File: src/rtl/order_pkg.sv
// Definitions shared by the order-tagged link: transmitter and receiver use the
// same widths, key table and receiver state encoding.
package order_pkg;
  localparam int DATA_W = 32;
  localparam int ID_W   = 4;

  localparam logic [31:0] KEY_A    = 32'h0000_FFFF;
  localparam logic [31:0] KEY_NONE = 32'h0000_0000;

  typedef enum logic {RUN, WAIT} rx_state_t;

  // Indices 0..2 select the scramble key; everything else passes data through.
  function automatic logic [31:0] key_lookup(input logic [2:0] idx);
    return (idx <= 3'd2) ? KEY_A : KEY_NONE;
  endfunction
endpackage

File: src/rtl/order_rx_if.sv
// Beat bus between the transmitter (master) and order_rx (slave), including
// the resend-request and status signals that flow back.
interface order_rx_if #(
  parameter int DATA_W = order_pkg::DATA_W,
  parameter int ID_W   = order_pkg::ID_W
);
  logic              vld_i;
  logic [DATA_W-1:0] data_i;
  logic [2:0]        key_index;
  logic [ID_W-1:0]   order_id_i;
  logic              vld_o;
  logic [DATA_W-1:0] data_o;
  logic [ID_W-1:0]   id_o;
  logic              tail_o;
  logic [ID_W-1:0]   exp_id_o;
  logic [7:0]        drop_cnt_o;

  modport master (
    output vld_i, data_i, key_index, order_id_i,
    input  vld_o, data_o, id_o, tail_o, exp_id_o, drop_cnt_o
  );
  modport slave (
    input  vld_i, data_i, key_index, order_id_i,
    output vld_o, data_o, id_o, tail_o, exp_id_o, drop_cnt_o
  );
endinterface

File: src/rtl/order_rx_timer.sv
// Resend timeout: counts down from TIMEOUT-1 while enabled and pulses expire
// on the cycle it would pass zero, then reloads itself.
module order_rx_timer #(
  parameter int TIMEOUT = 16
) (
  input  logic clk,
  input  logic rst,
  input  logic clear,
  input  logic enable,
  output logic expire
);
  localparam logic [7:0] LOAD = 8'(TIMEOUT - 1);

  logic [7:0] cnt;

  assign expire = enable && !clear && (cnt == 8'd0);

  always_ff @(posedge clk) begin
    if (rst || clear || expire) cnt <= LOAD;
    else if (enable)            cnt <= cnt - 8'd1;
  end
endmodule

File: src/rtl/order_rx.sv
// Receive side of the dispatch link: descrambles in-sequence beats, drops
// out-of-order ones and requests a resend, re-requesting on timeout.
module order_rx #(
  parameter int DATA_W  = order_pkg::DATA_W,
  parameter int ID_W    = order_pkg::ID_W,
  parameter int TIMEOUT = 16
) (
  input  logic       clk,
  input  logic       rst,
  order_rx_if.slave  bus
);
  import order_pkg::*;

  rx_state_t         state, state_nx;
  logic              match, expire, deliver, drop, tail_set;
  logic              vld_q, tail_q;
  logic [DATA_W-1:0] data_q;
  logic [ID_W-1:0]   id_q, exp_id;
  logic [7:0]        drop_cnt;

  assign match = bus.vld_i && (bus.order_id_i == exp_id);

  always_ff @(posedge clk) begin
    if (rst) state <= RUN;
    else     state <= state_nx;
  end

  always_comb begin
    state_nx = state;
    case (state)
      RUN:     if (bus.vld_i && !match) state_nx = WAIT;
      WAIT:    if (match)               state_nx = RUN;
      default: state_nx = RUN;
    endcase
  end

  // In WAIT a mismatch alone never re-requests; only the timer does, and a
  // match on the expiry cycle suppresses the expire pulse via enable.
  always_comb begin
    deliver  = match;
    drop     = bus.vld_i && !match;
    tail_set = (state == RUN) ? drop : expire;
  end

  order_rx_timer #(.TIMEOUT(TIMEOUT)) u_timer (
    .clk    (clk),
    .rst    (rst),
    .clear  ((state == RUN) || match),
    .enable ((state == WAIT) && !match),
    .expire (expire)
  );

  always_ff @(posedge clk) begin
    if (rst) begin
      vld_q    <= 1'b0;
      tail_q   <= 1'b0;
      data_q   <= '0;
      id_q     <= '0;
      exp_id   <= '0;
      drop_cnt <= '0;
    end else begin
      vld_q  <= deliver;
      tail_q <= tail_set;
      if (deliver) begin
        data_q <= bus.data_i ^ DATA_W'(key_lookup(bus.key_index));
        id_q   <= bus.order_id_i;
        exp_id <= exp_id + ID_W'(1);
      end
      if (drop && drop_cnt != 8'hFF) drop_cnt <= drop_cnt + 8'd1;
    end
  end

  assign bus.vld_o      = vld_q;
  assign bus.data_o     = data_q;
  assign bus.id_o       = id_q;
  assign bus.tail_o     = tail_q;
  assign bus.exp_id_o   = exp_id;
  assign bus.drop_cnt_o = drop_cnt;
endmodule

File: src/flat_wrapper.sv
// flat-port wrapper written by rule: the top's interface ports become plain ports
module order_rx_flat import order_pkg::*;
#(
  parameter int DATA_W  = order_pkg::DATA_W,
  parameter int ID_W    = order_pkg::ID_W,
  parameter int TIMEOUT = 16
)
  (clk, rst, bus_vld_i, bus_data_i, bus_key_index, bus_order_id_i, bus_vld_o, bus_data_o, bus_id_o, bus_tail_o, bus_exp_id_o, bus_drop_cnt_o);
  order_rx_if #(.DATA_W(DATA_W), .ID_W(ID_W)) bus_i ();
  input  logic clk;
  input  logic rst;
  input wire logic [$bits(bus_i.vld_i)-1:0] bus_vld_i;
  input wire logic [$bits(bus_i.data_i)-1:0] bus_data_i;
  input wire logic [$bits(bus_i.key_index)-1:0] bus_key_index;
  input wire logic [$bits(bus_i.order_id_i)-1:0] bus_order_id_i;
  output wire logic [$bits(bus_i.vld_o)-1:0] bus_vld_o;
  output wire logic [$bits(bus_i.data_o)-1:0] bus_data_o;
  output wire logic [$bits(bus_i.id_o)-1:0] bus_id_o;
  output wire logic [$bits(bus_i.tail_o)-1:0] bus_tail_o;
  output wire logic [$bits(bus_i.exp_id_o)-1:0] bus_exp_id_o;
  output wire logic [$bits(bus_i.drop_cnt_o)-1:0] bus_drop_cnt_o;
  assign bus_i.vld_i = bus_vld_i;
  assign bus_i.data_i = bus_data_i;
  assign bus_i.key_index = bus_key_index;
  assign bus_i.order_id_i = bus_order_id_i;
  assign bus_vld_o = bus_i.vld_o;
  assign bus_data_o = bus_i.data_o;
  assign bus_id_o = bus_i.id_o;
  assign bus_tail_o = bus_i.tail_o;
  assign bus_exp_id_o = bus_i.exp_id_o;
  assign bus_drop_cnt_o = bus_i.drop_cnt_o;
  order_rx #(.DATA_W(DATA_W), .ID_W(ID_W), .TIMEOUT(TIMEOUT)) u_core (.clk(clk), .rst(rst), .bus(bus_i));
endmodule
File: config.mk
export PLATFORM = sky130hd
export DESIGN_NAME = order_rx_flat
export DESIGN_NICKNAME = d
export VERILOG_FILES = /design/src/rtl/order_pkg.sv /design/src/rtl/order_rx_if.sv /design/src/rtl/order_rx_timer.sv /design/src/rtl/order_rx.sv /design/src/flat_wrapper.sv
export SDC_FILE = /design/constraint.sdc
export NUM_CORES = 1
export LEC_CHECK = 0
export CORE_MARGIN = 1.5
export CORE_UTILIZATION = 55
export DETAILED_ROUTE_END_ITERATION = 10
export DONT_BUFFER_PORTS = 1
export GPL_TIMING_DRIVEN = 0
export PLACE_DENSITY = 0.73
export SETUP_SLACK_MARGIN = 0.1
export SYNTH_ARGS = -nofsm -noshare
export SYNTH_HDL_FRONTEND = slang
export SYNTH_SLANG_ARGS = --single-unit
File: constraint.sdc
create_clock -name clk -period 1.95 [get_ports clk]
set_input_delay 0.0975 -clock clk [delete_from_list [all_inputs] [get_ports clk]]
set_output_delay 0.0975 -clock clk [all_outputs]
set_load 0.1 [all_outputs]
==> metrics.txt, run 1 <==
status=finished with violations; failing checks=DRC; largest net degree at the start of global routing=11; FMAX=roughly 560 MHz; initial antenna violation count=0; Leak=approximately 1.1 nW; TNS Setup=0 ns; Vias/cell=about 6.0; crit start category=flip-flop; Slew HR=0.337; Critical Path End=u_core.bus.drop_cnt_o[5]; drt total wl=6.77 mm; Post-synth EDFFs=0; pre-CTS setup slack=-0.138 ns; peak supply drop=approximately 0.56 mV; post-DP HPWL=slightly above 4 mm; max_cap viols=0; most common flop cell mapped by yosys=dfxtp_1; CP required=~2.2 ns; H-tree depth=3; CP delay by family, top=flip-flops; Worst R2R Path Depth=5; Critical Path Max Stage Delay=about 0.57 ns; n_diodes=0; clk root buf=clkbuf_8; cell area after layout=roughly 0.0034 mm^2; num ports=between 90 and 100; cells after synthesis=287; Util after Layout=0.758; vias=approximately 2,400; layout cells sized above 1=0.187; HP Class=input pin to flip-flop; CORE AREA=approximately 0.0044 mm^2; clk_lat worst skew=roughly 0.33 ns; placed cells=approximately 340; Worst R2R Setup Slack=0.15 ns; clk_skew=~0.0060 ns; end of the worst register-to-register path=u_core.bus.drop_cnt_o[5]; Reg2Reg Launch Point=u_core.bus.exp_id_o[3]; hold_sp=bus_key_index[2]; Unique masters post-synth=38; Remaining DRCs=2; Final nets=roughly 380; RSZ-0062 raised after global routing=yes; Worst Path Buf+Inv=1; sequential power share=0.536; final period utilization=0.923; Logic pwr share=0.102; Syn Area/Cell=a little over 9 um^2; CTS tree=built; Area Overhead vs Synth=29.5%; GRT Total Usage=0.273; fin cells=between 300 and 400; Detailed Route Iter0 Violations=120; Power Total=between 2 and 3 mW; min cycle time layout=around 1.8 ns; WL/cell=about 17 um; die area=approximately 0.0052 mm^2; slowest cell on the critical path=dfxtp_4; initial core utilization=0.585; CP startpoint=u_core.bus.exp_id_o[3]; CTS Buffer Depth=2; final setup fails=0; pwr dens=between 700 and 800 mW/mm^2; commonest non-fill, non-tap cells in the layout=47 x dfxtp_1, 40 x a21oi_1, 36 x dlygate4sd3_1, 24 x o21ai_0, 23 x nand3_1; switching power=between 0.7 and 0.8 mW; clock slew at reported path FFs=0.06 ns; Layout fillers=between 300 and 400; worst setup margin=0.150 ns; Ys Warns=0; leading cell type in the layout, fill and taps excluded=dfxtp_1; GPL Wtd Cong=about 0.8; # clock sinks=between 50 and 60; placed inst area=0.00269 mm^2; number of buffers created by CTS=9; Row Count=24; CP max FO=7; Worst Setup End Kind=flip-flop; Worst Path Arrival=2.02 ns; post-route ant nets=0; final hold vios=0; sequential element share of the synthesized area=0.454; Die Y=approximately 72 um; ys async rst share=0; GR Overflow Total=0; Synth Cell Area=0.00260 mm^2; Synthesized Nets=between 300 and 400; vias in the first global route=about 2,400; Final Max Tran Viols=0; hold slack final=roughly 0.13 ns; kind of critical path=flip-flop to flip-flop; Initial DRT Pass Iterations=7; Internal=between 1.5 and 2 mW; Horiz. Die Dim=approximately 72 um; IO buf count=0; #FFs+latches synth=between 50 and 60; critical path, cell by cell=xnor2_4 -> and4_4 -> buf_6 -> nor4_1 -> mux2_2; Worst path depth=5; Switching Fraction=0.282; global-route wire length before repair=10.9 mm; Worst-Margin Slew=0.994 ns; clock power share=0.362
==> layer usage <==
metal	part of all wire	GRT usage
met1	0.41	0.321
met2	0.49	0.453
met3	0.065	0.0703
met4	0.028	0.155
met5	0	0
==> worst min-delay path by stage <==
stage / slack [ns] / depth (start not counted) / end
after CTS: 0.07 / 3 / u_core.bus.data_o[0]
after global placement: 0.25 / 2 / u_core.bus.data_o[31]
after detailed placement: 0.25 / 2 / u_core.bus.id_o[3]
final: 0.13 / 3 / u_core.bus.data_o[0]
after global routing: 0.15 / 3 / u_core.bus.data_o[4]
after floorplan: 0.25 / 2 / u_core.bus.data_o[31]
==> cells in the mapped netlist, types with 2 or more instances <==
cell | count | area [um^2]
a211oi_1 | 16 | 120
o21ai_0 | 25 | 125
inv_1 | 5 | 18.8
nor4_1 | 4 | 25.0
nor2b_1 | 4 | 25.0
o31ai_1 | 2 | 15.0
mux2_2 | 4 | 45.0
or3_1 | 3 | 18.8
nand2_1 | 10 | 37.5
buf_6 | 3 | 33.8
nand4_1 | 5 | 31.3
a21oi_1 | 42 | 210
dfxtp_1 | 59 | 1180
clkbuf_1 | 15 | 56.3
nand3_1 | 23 | 115
ha_1 | 4 | 50.1
nor3_1 | 7 | 35.0
xnor2_1 | 24 | 210
nor2_1 | 7 | 26.3
xor2_1 | 2 | 17.5
buf_2 | 4 | 20.0
or4_1 | 3 | 22.5
==> state kept, by name (all words and copies together) (netlist names), named ones only <==
name / flops
u_core.bus.data_o: 32
u_core.bus.drop_cnt_o: 8
u_core.u_timer.cnt: 8
u_core.bus.exp_id_o: 4
u_core.bus.id_o: 4
u_core.bus.tail_o: 1
u_core.bus.vld_o: 1
==> tightest hold or removal path, delay by kind of cell <==
kind                      cells  cell delay, ns
AOI/OAI and AO/OA             2            0.13
xor gates and xnor gates      1            0.17
==> power by group through the flow <==
stage / Clock (mW) / Sequential (mW) / Combinational, mW
finish: 0.925 / 1.37 / 0.260
global route: 0.979 / 1.37 / 0.284
CTS: 0.935 / 1.37 / 0.237
detailed placement: 0 / 1.40 / 0.172
global placement: 0 / 1.40 / 0.169
floorplan: 0 / 1.40 / 0.138
==> kinds of logic (layout without fill, tap and decap cells) <==
kind of cell / count (synthesis) / in the layout / share of synthesized area
DFF: 59 / 59 / 0.454
and+or+nand+nor: 74 / 74 / 0.158
adders and majority gates: 4 / 4 / 0.0192
buffers and inverters: 28 / 83 / 0.0524
muxes: 4 / 4 / 0.0173
AOI/OAI and AO/OA: 92 / 92 / 0.211
xor gates and xnor gates: 26 / 26 / 0.0875
==> repair_timing <==
item | in CTS | in global routing
endpoints found under the setup margin | 40 | 44
hold buffers | 36 | 0
resized for setup | 8 | 28
pin swaps | 3 | 15
endpoints found under the hold margin | 36 | 0
setup buffers | 2 | 2
==> cell type report <==
cell class / instances / area, um^2 / share of cell area
Buffer: 23 / 136 / 0.0405
Clock buffer: 15 / 156 / 0.0464
Inverter: 5 / 18.8 / 0.00557
Multi-Input combinational cell: 200 / 1380 / 0.410
Sequential cell: 59 / 1220 / 0.362
Tap cell: 52 / 65.1 / 0.0193
Timing Repair Buffer: 40 / 390 / 0.116
Power figures use the tool's default switching activity.
==> run 2, diff against run 1 <==
Settings changed: PLACE_DENSITY 0.73 to 0.7.
==> run 2 against run 1 <==
Against the previous run:
- the run still ends with DRC left
- power rose by 2.5%
- non-clock buffer count rose by 2
- clock power rose by 6.5%
- clock-buffer cell count fell by 1
- utilization rose by 2.8 points
- clock skew rose by 0.0032 ns
- critical endpoint is now u_core.bus.drop_cnt_o[6]
- largest power group unchanged
==> metrics.txt, run 2 (synthesis results as in run 1) <==
leading cell type in the layout, fill and taps excluded=dfxtp_1; end of the worst register-to-register path=u_core.bus.drop_cnt_o[6]; Worst Path Arrival=~2.0 ns; vias=roughly 2,400; Power Total=2.62 mW; final hold vios=0; peak supply drop=about 0.46 mV; Multi-input gate area=around 0.0014 mm^2; layout cells sized above 1=0.209; Horiz. Die Dim=between 70 and 80 um; Vias/cell=6.09; hold depth=3; H-tree depth=3; final period utilization=0.933; commonest non-fill, non-tap cells in the layout=47 x dfxtp_1, 38 x a21oi_1, 36 x dlygate4sd3_1, 24 x o21ai_0, 22 x nand3_1; status=finished with violations; TNS Setup=0 ns; Final nets=around 390; # clock sinks=59; Critical Path Max Stage Delay=roughly 0.58 ns; pwr dens=749 mW/mm^2; placed inst area=roughly 0.0027 mm^2; Row Count=24; IO buf count=0; kind of critical path=flip-flop to flip-flop; CORE AREA=between 0.004 and 0.005 mm^2; crit start category=flip-flop; pre-CTS setup slack=-0.0883 ns; Final Max Tran Viols=0; clock slew at reported path FFs=roughly 0.06 ns; largest net degree at the start of global routing=11; Leak=1.16 nW; hold endpoint=u_core.bus.data_o[5]; initial antenna violation count=0; FMAX=around 550 MHz; global-route wire length before repair=10.6 mm; post-DP HPWL=between 4 and 5 mm; GR Overflow Total=0; die area=roughly 0.0052 mm^2; min cycle time layout=about 1.8 ns; Worst-Margin Slew=roughly 1.0 ns; critical path, cell by cell=xnor2_4 -> and4_4 -> buf_8 -> nor4_2 -> mux2_2; Worst R2R Path Depth=5; drt total wl=between 7 and 8 mm; max reg flops=32; Detailed Route Iter0 Violations=roughly 170; Initial DRT Pass Iterations=7; WL/cell=~18 um; CTS tree=built; final setup fails=0; CTS Buffer Depth=2; CP startpoint=u_core.bus.exp_id_o[3]; Slew HR=0.330; number of buffers created by CTS=9; FF+latch area=about 0.0012 mm^2; HP Class=input pin to flip-flop; Die Y=71.8 um; clk root buf=clkbuf_8; post-route ant nets=0; CP max FO=8; num ports=92; Area Overhead vs Synth=34.3%; GPL Wtd Cong=about 0.85; max_cap viols=0; Worst Setup End Kind=flip-flop; worst setup margin=about 0.13 ns; Reg2Reg Launch Point=u_core.bus.exp_id_o[3]; Util after Layout=0.786; RSZ-0062 raised after global routing=yes; clk_lat worst skew=between 0.3 and 0.4 ns; GRT Total Usage=0.266; CP required=2.17 ns; Remaining DRCs=4; hold_sp=bus_key_index[2]; cell area after layout=0.00349 mm^2; initial core utilization=0.585; Layout fillers=300; n_diodes=0; vias in the first global route=2,217; clk_skew=between 0.009 and 0.01 ns; failing checks=DRC; Worst R2R Setup Slack=between 0.1 and 0.15 ns; slowest cell on the critical path=dfxtp_4
[run 2: through the flow]
step                      cells  hold WS [ns]
final                       397        0.0820
after global routing        397         0.101
after CTS                   393        0.0545
after detailed placement    339         0.256
after global placement      339         0.249
after floorplan             287         0.245
[run 2: worst max path at each step]
stage	endpoint
final	u_core.bus.drop_cnt_o[6]
after global routing	u_core.bus.data_o[13]
after CTS	u_core.bus.drop_cnt_o[7]
after detailed placement	u_core.bus.drop_cnt_o[7]
after global placement	u_core.bus.drop_cnt_o[7]
after floorplan	u_core.bus.drop_cnt_o[7]
[run 2: report_power, final]
part	leakage, nW	total (mW)	switching (mW)	internal [mW]
Combinational	0.586	0.264	0.134	0.130
Clock	0.0905	0.985	0.457	0.528
Sequential	0.487	1.37	0.153	1.21
[run 2: cell type report]
type                       count  share of cell area
buffer                        23              0.0412
clock buffer                  14              0.0465
clock inverter                 2             0.00286
inverter                       5             0.00537
multi-input combinational    200               0.409
sequential                    59               0.350
tap                           52              0.0186
timing repair buffer          42               0.126
[run 2: routing by layer]
layer  vias to the layer above  GRT usage  share of wire
met1                      1154      0.339           0.41
li1                       1154          -              -
met3                        10     0.0970          0.073
met2                       100      0.409           0.51
met4                         0      0.107          0.014
met5                         -          0              0
[run 2: timing repair]
item | 4_1_cts | 5_1_grt
setup buffers | 2 | 2
resized for setup | 7 | 39
pin swaps | 2 | 16
gates cloned | 0 | 2
endpoints found under the hold margin | 36 | 0
hold buffers | 36 | 0
setup endpoints to repair | 36 | 45
[run 2: worst max-delay path, delay by kind of cell (launching register included)]
kind | cells | cell delay, ns
and+or+nand+nor | 2 | 0.50
buffers and inverters | 1 | 0.14
muxes | 1 | 0.37
xor gates and xnor gates | 1 | 0.12
DFF | 1 | 0.58
==> run 3, diff against run 2 <==
Settings changed: ABC_AREA set to 1.
==> run 3 against run 2 <==
Against the previous run:
- the run now ends clean
- clock skew decreased by 0.0042 ns
- critical path type unchanged
- via count decreased by 8.8%
- worst setup slack improved by 0.064 ns
- synthesized area decreased by 1.6%
- combinational power decreased by 19%
- flip-flop and latch count unchanged
- critical path depth increased by 2
- power increased by 2.8%
- largest power group unchanged
- clock-buffer cell count decreased by 4
- non-clock buffer count decreased by 12
- first-iteration DRC count decreased by 42%
- sequential power about the same
==> metrics.txt, run 3 <==
Syn Area/Cell=about 7.5 um^2; Vias/cell=between 4 and 5; clk_lat worst skew=0.33 ns; drt total wl=between 5 and 6 mm; number of buffers created by CTS=9; Worst Setup End Kind=flip-flop; #FFs+latches synth=between 50 and 60; Post-synth EDFFs=0; TNS Setup=0 ns; Remaining DRCs=0; Ys Warns=0; Detailed Route Iter0 Violations=100; num ports=92; Synth area leaders=dfxtp_1 46%, nand2_1 22%, xnor2_1 5.8%; post-DP HPWL=between 3 and 4 mm; initial core utilization=0.580; IO buf count=0; # clock sinks=59; global-route wire length before repair=roughly 9.6 mm; Worst Path Buf+Inv=1; clock slew at reported path FFs=0.07 ns; Area Overhead vs Synth=29.2%; HP Class=input pin to flip-flop; kind of critical path=flip-flop to flip-flop; Worst Path Arrival=1.95 ns; Horiz. Die Dim=between 70 and 80 um; critical path, cell by cell=ha_4 -> nand2_1 -> nor2_1 -> nand4_1 -> buf_6 -> nand4_1 -> a21oi_1; CTS tree=built; largest net degree at the start of global routing=12; Die Y=between 70 and 80 um; Worst-Margin Slew=0.991 ns; status=finished, final reports clean; GR Overflow Total=0; CP required=~2.1 ns; placed cells=393; leading cell type in the layout, fill and taps excluded=nand2_1; max_cap viols=0; Synth Cell Area=~0.0026 mm^2; cells after synthesis=341; Initial DRT Pass Iterations=4; sequential element share of the synthesized area=0.461; Leak=~1.5 nW; ys async rst share=0; largest area contributor in the netlist=dfxtp_1; CP max FO=6; n_diodes=0; H-tree depth=3; synth cell count leaders=151 x nand2_1, 59 x dfxtp_1, 27 x inv_1; final setup fails=0; post-route ant nets=0; CP delay by family, top=flip-flops; GPL Wtd Cong=0.793; CORE AREA=between 0.004 and 0.005 mm^2; CTS Buffer Depth=2; most common flop cell mapped by yosys=dfxtp_1; Final nets=440; vias in the first global route=approximately 2,200; Synthesized Nets=387; vias=~2,200; pwr dens=approximately 800 mW/mm^2; max reg flops=32; layout cells sized above 1=0.143; commonest non-fill, non-tap cells in the layout=151 x nand2_1, 47 x dfxtp_1, 37 x dlygate4sd3_1, 26 x inv_1, 17 x xnor2_1; top cell type's share of synthesized area=0.461; GRT Total Usage=0.242; clk root buf=clkbuf_8; fin cells=451; Slew HR=0.339; final period utilization=0.901; initial antenna violation count=0; crit start category=flip-flop; final hold vios=0; WL/cell=roughly 13 um; Unique masters post-synth=24; Critical Path Max Stage Delay=~0.56 ns; CP dominant cell by count=nand4_1; hold slack final=~0.012 ns; RSZ-0062 raised after global routing=no; Final Max Tran Viols=0; FMAX=about 570 MHz; Row Count=24; min cycle time layout=approximately 1.8 ns; die area=approximately 0.0051 mm^2; clk_skew=0.00499 ns; slowest cell on the critical path=dfxtp_4; peak supply drop=0.506 mV; top-count cell post-synth=nand2_1
==> run 3: changes by cell type after synthesis, sizes merged, moves of 6 or more <==
cell    previous run  this run
o21ai             26         5
nand2             10       155
a211oi            17         0
nand3             23        11
clkbuf            15         2
xnor2             24        17
nor3               7         1
a21oi             43         9
inv                5        30
nor2               8        18
xor2               2         8
==> run 3: through the flow <==
step | area (um^2) | power, mW | util | setup WS, ns
floorplan | 2580 | 1.51 | - | 0.201
global placement | 2650 | 1.53 | 0.599 | 0.0366
detailed placement | 2650 | 1.53 | 0.599 | 0.0453
CTS | 3240 | 2.70 | 0.735 | 0.140
global route | 3310 | 2.79 | 0.749 | 0.123
finish | 3310 | 2.69 | 0.749 | 0.194
==> run 3: final timing paths <==
| path | cells after the start | from | end | slack (ns) |
|---|---|---|---|---|
| min | 3 | bus_vld_i | u_core.bus.drop_cnt_o[5] | 0.01 |
| max | 7 | u_core.bus.drop_cnt_o[0] | u_core.bus.drop_cnt_o[2] | 0.19 |
| max reg2reg | 7 | u_core.bus.drop_cnt_o[0] | u_core.bus.drop_cnt_o[2] | 0.19 |
| min reg2reg | 1 | u_core.u_timer.cnt[0] | u_core.u_timer.cnt[0] | 0.39 |
==> run 3: cell type report <==
class / count / area [um^2]
tap: 52 / 65.1
inverter: 30 / 113
timing repair buffer: 41 / 404
fill: 340 / 1110
sequential: 59 / 1220
clock inverter: 6 / 65.1
clock buffer: 10 / 138
multi-input combinational: 241 / 1210
buffer: 12 / 95.1
==> run 3: cells by family after synthesis <==
| family | Yosys count | synth area share |
|---|---|---|
| AND/OR/NAND/NOR | 196 | 0.322 |
| flip-flops | 59 | 0.461 |
| buffers and inverters | 42 | 0.0811 |
| XOR/XNOR | 25 | 0.0855 |
| AO/OA/AOI/OAI | 15 | 0.0303 |
| adder cells (fa/ha/maj) | 4 | 0.0196 |
==> run 3: metal layers <==
metal,GRT usage,up-vias,part of all wire
met1,0.272,978,0.42
li1,-,1157,-
met5,0,-,0
met4,0.113,0,0.013
met3,0.0703,7,0.066
met2,0.423,64,0.50
==> run 3: power breakdown <==
part           leakage (nW)  switching [mW]  total [mW]  internal [mW]
Combinational         0.950           0.101       0.213          0.112
Sequential            0.486           0.143        1.36           1.21
Clock                 0.102           0.496        1.12          0.624
Total                  1.54           0.740        2.69           1.95
==> run 3: tightest hold or removal path, cell delays in order <==
cell and delay [ns]:
nand3_4 0.09, nand2_1 0.07, a21oi_1 0.05
==> run 3: what timing repair did <==
action | CTS | global route
cloned | 0 | 1
endpoints found under the setup margin | 39 | 38
pin swaps | 0 | 2
hold buffers | 37 | 0
hold endpoints to repair | 37 | 0
resized for setup | 5 | 9
setup buffers | 1 | 3
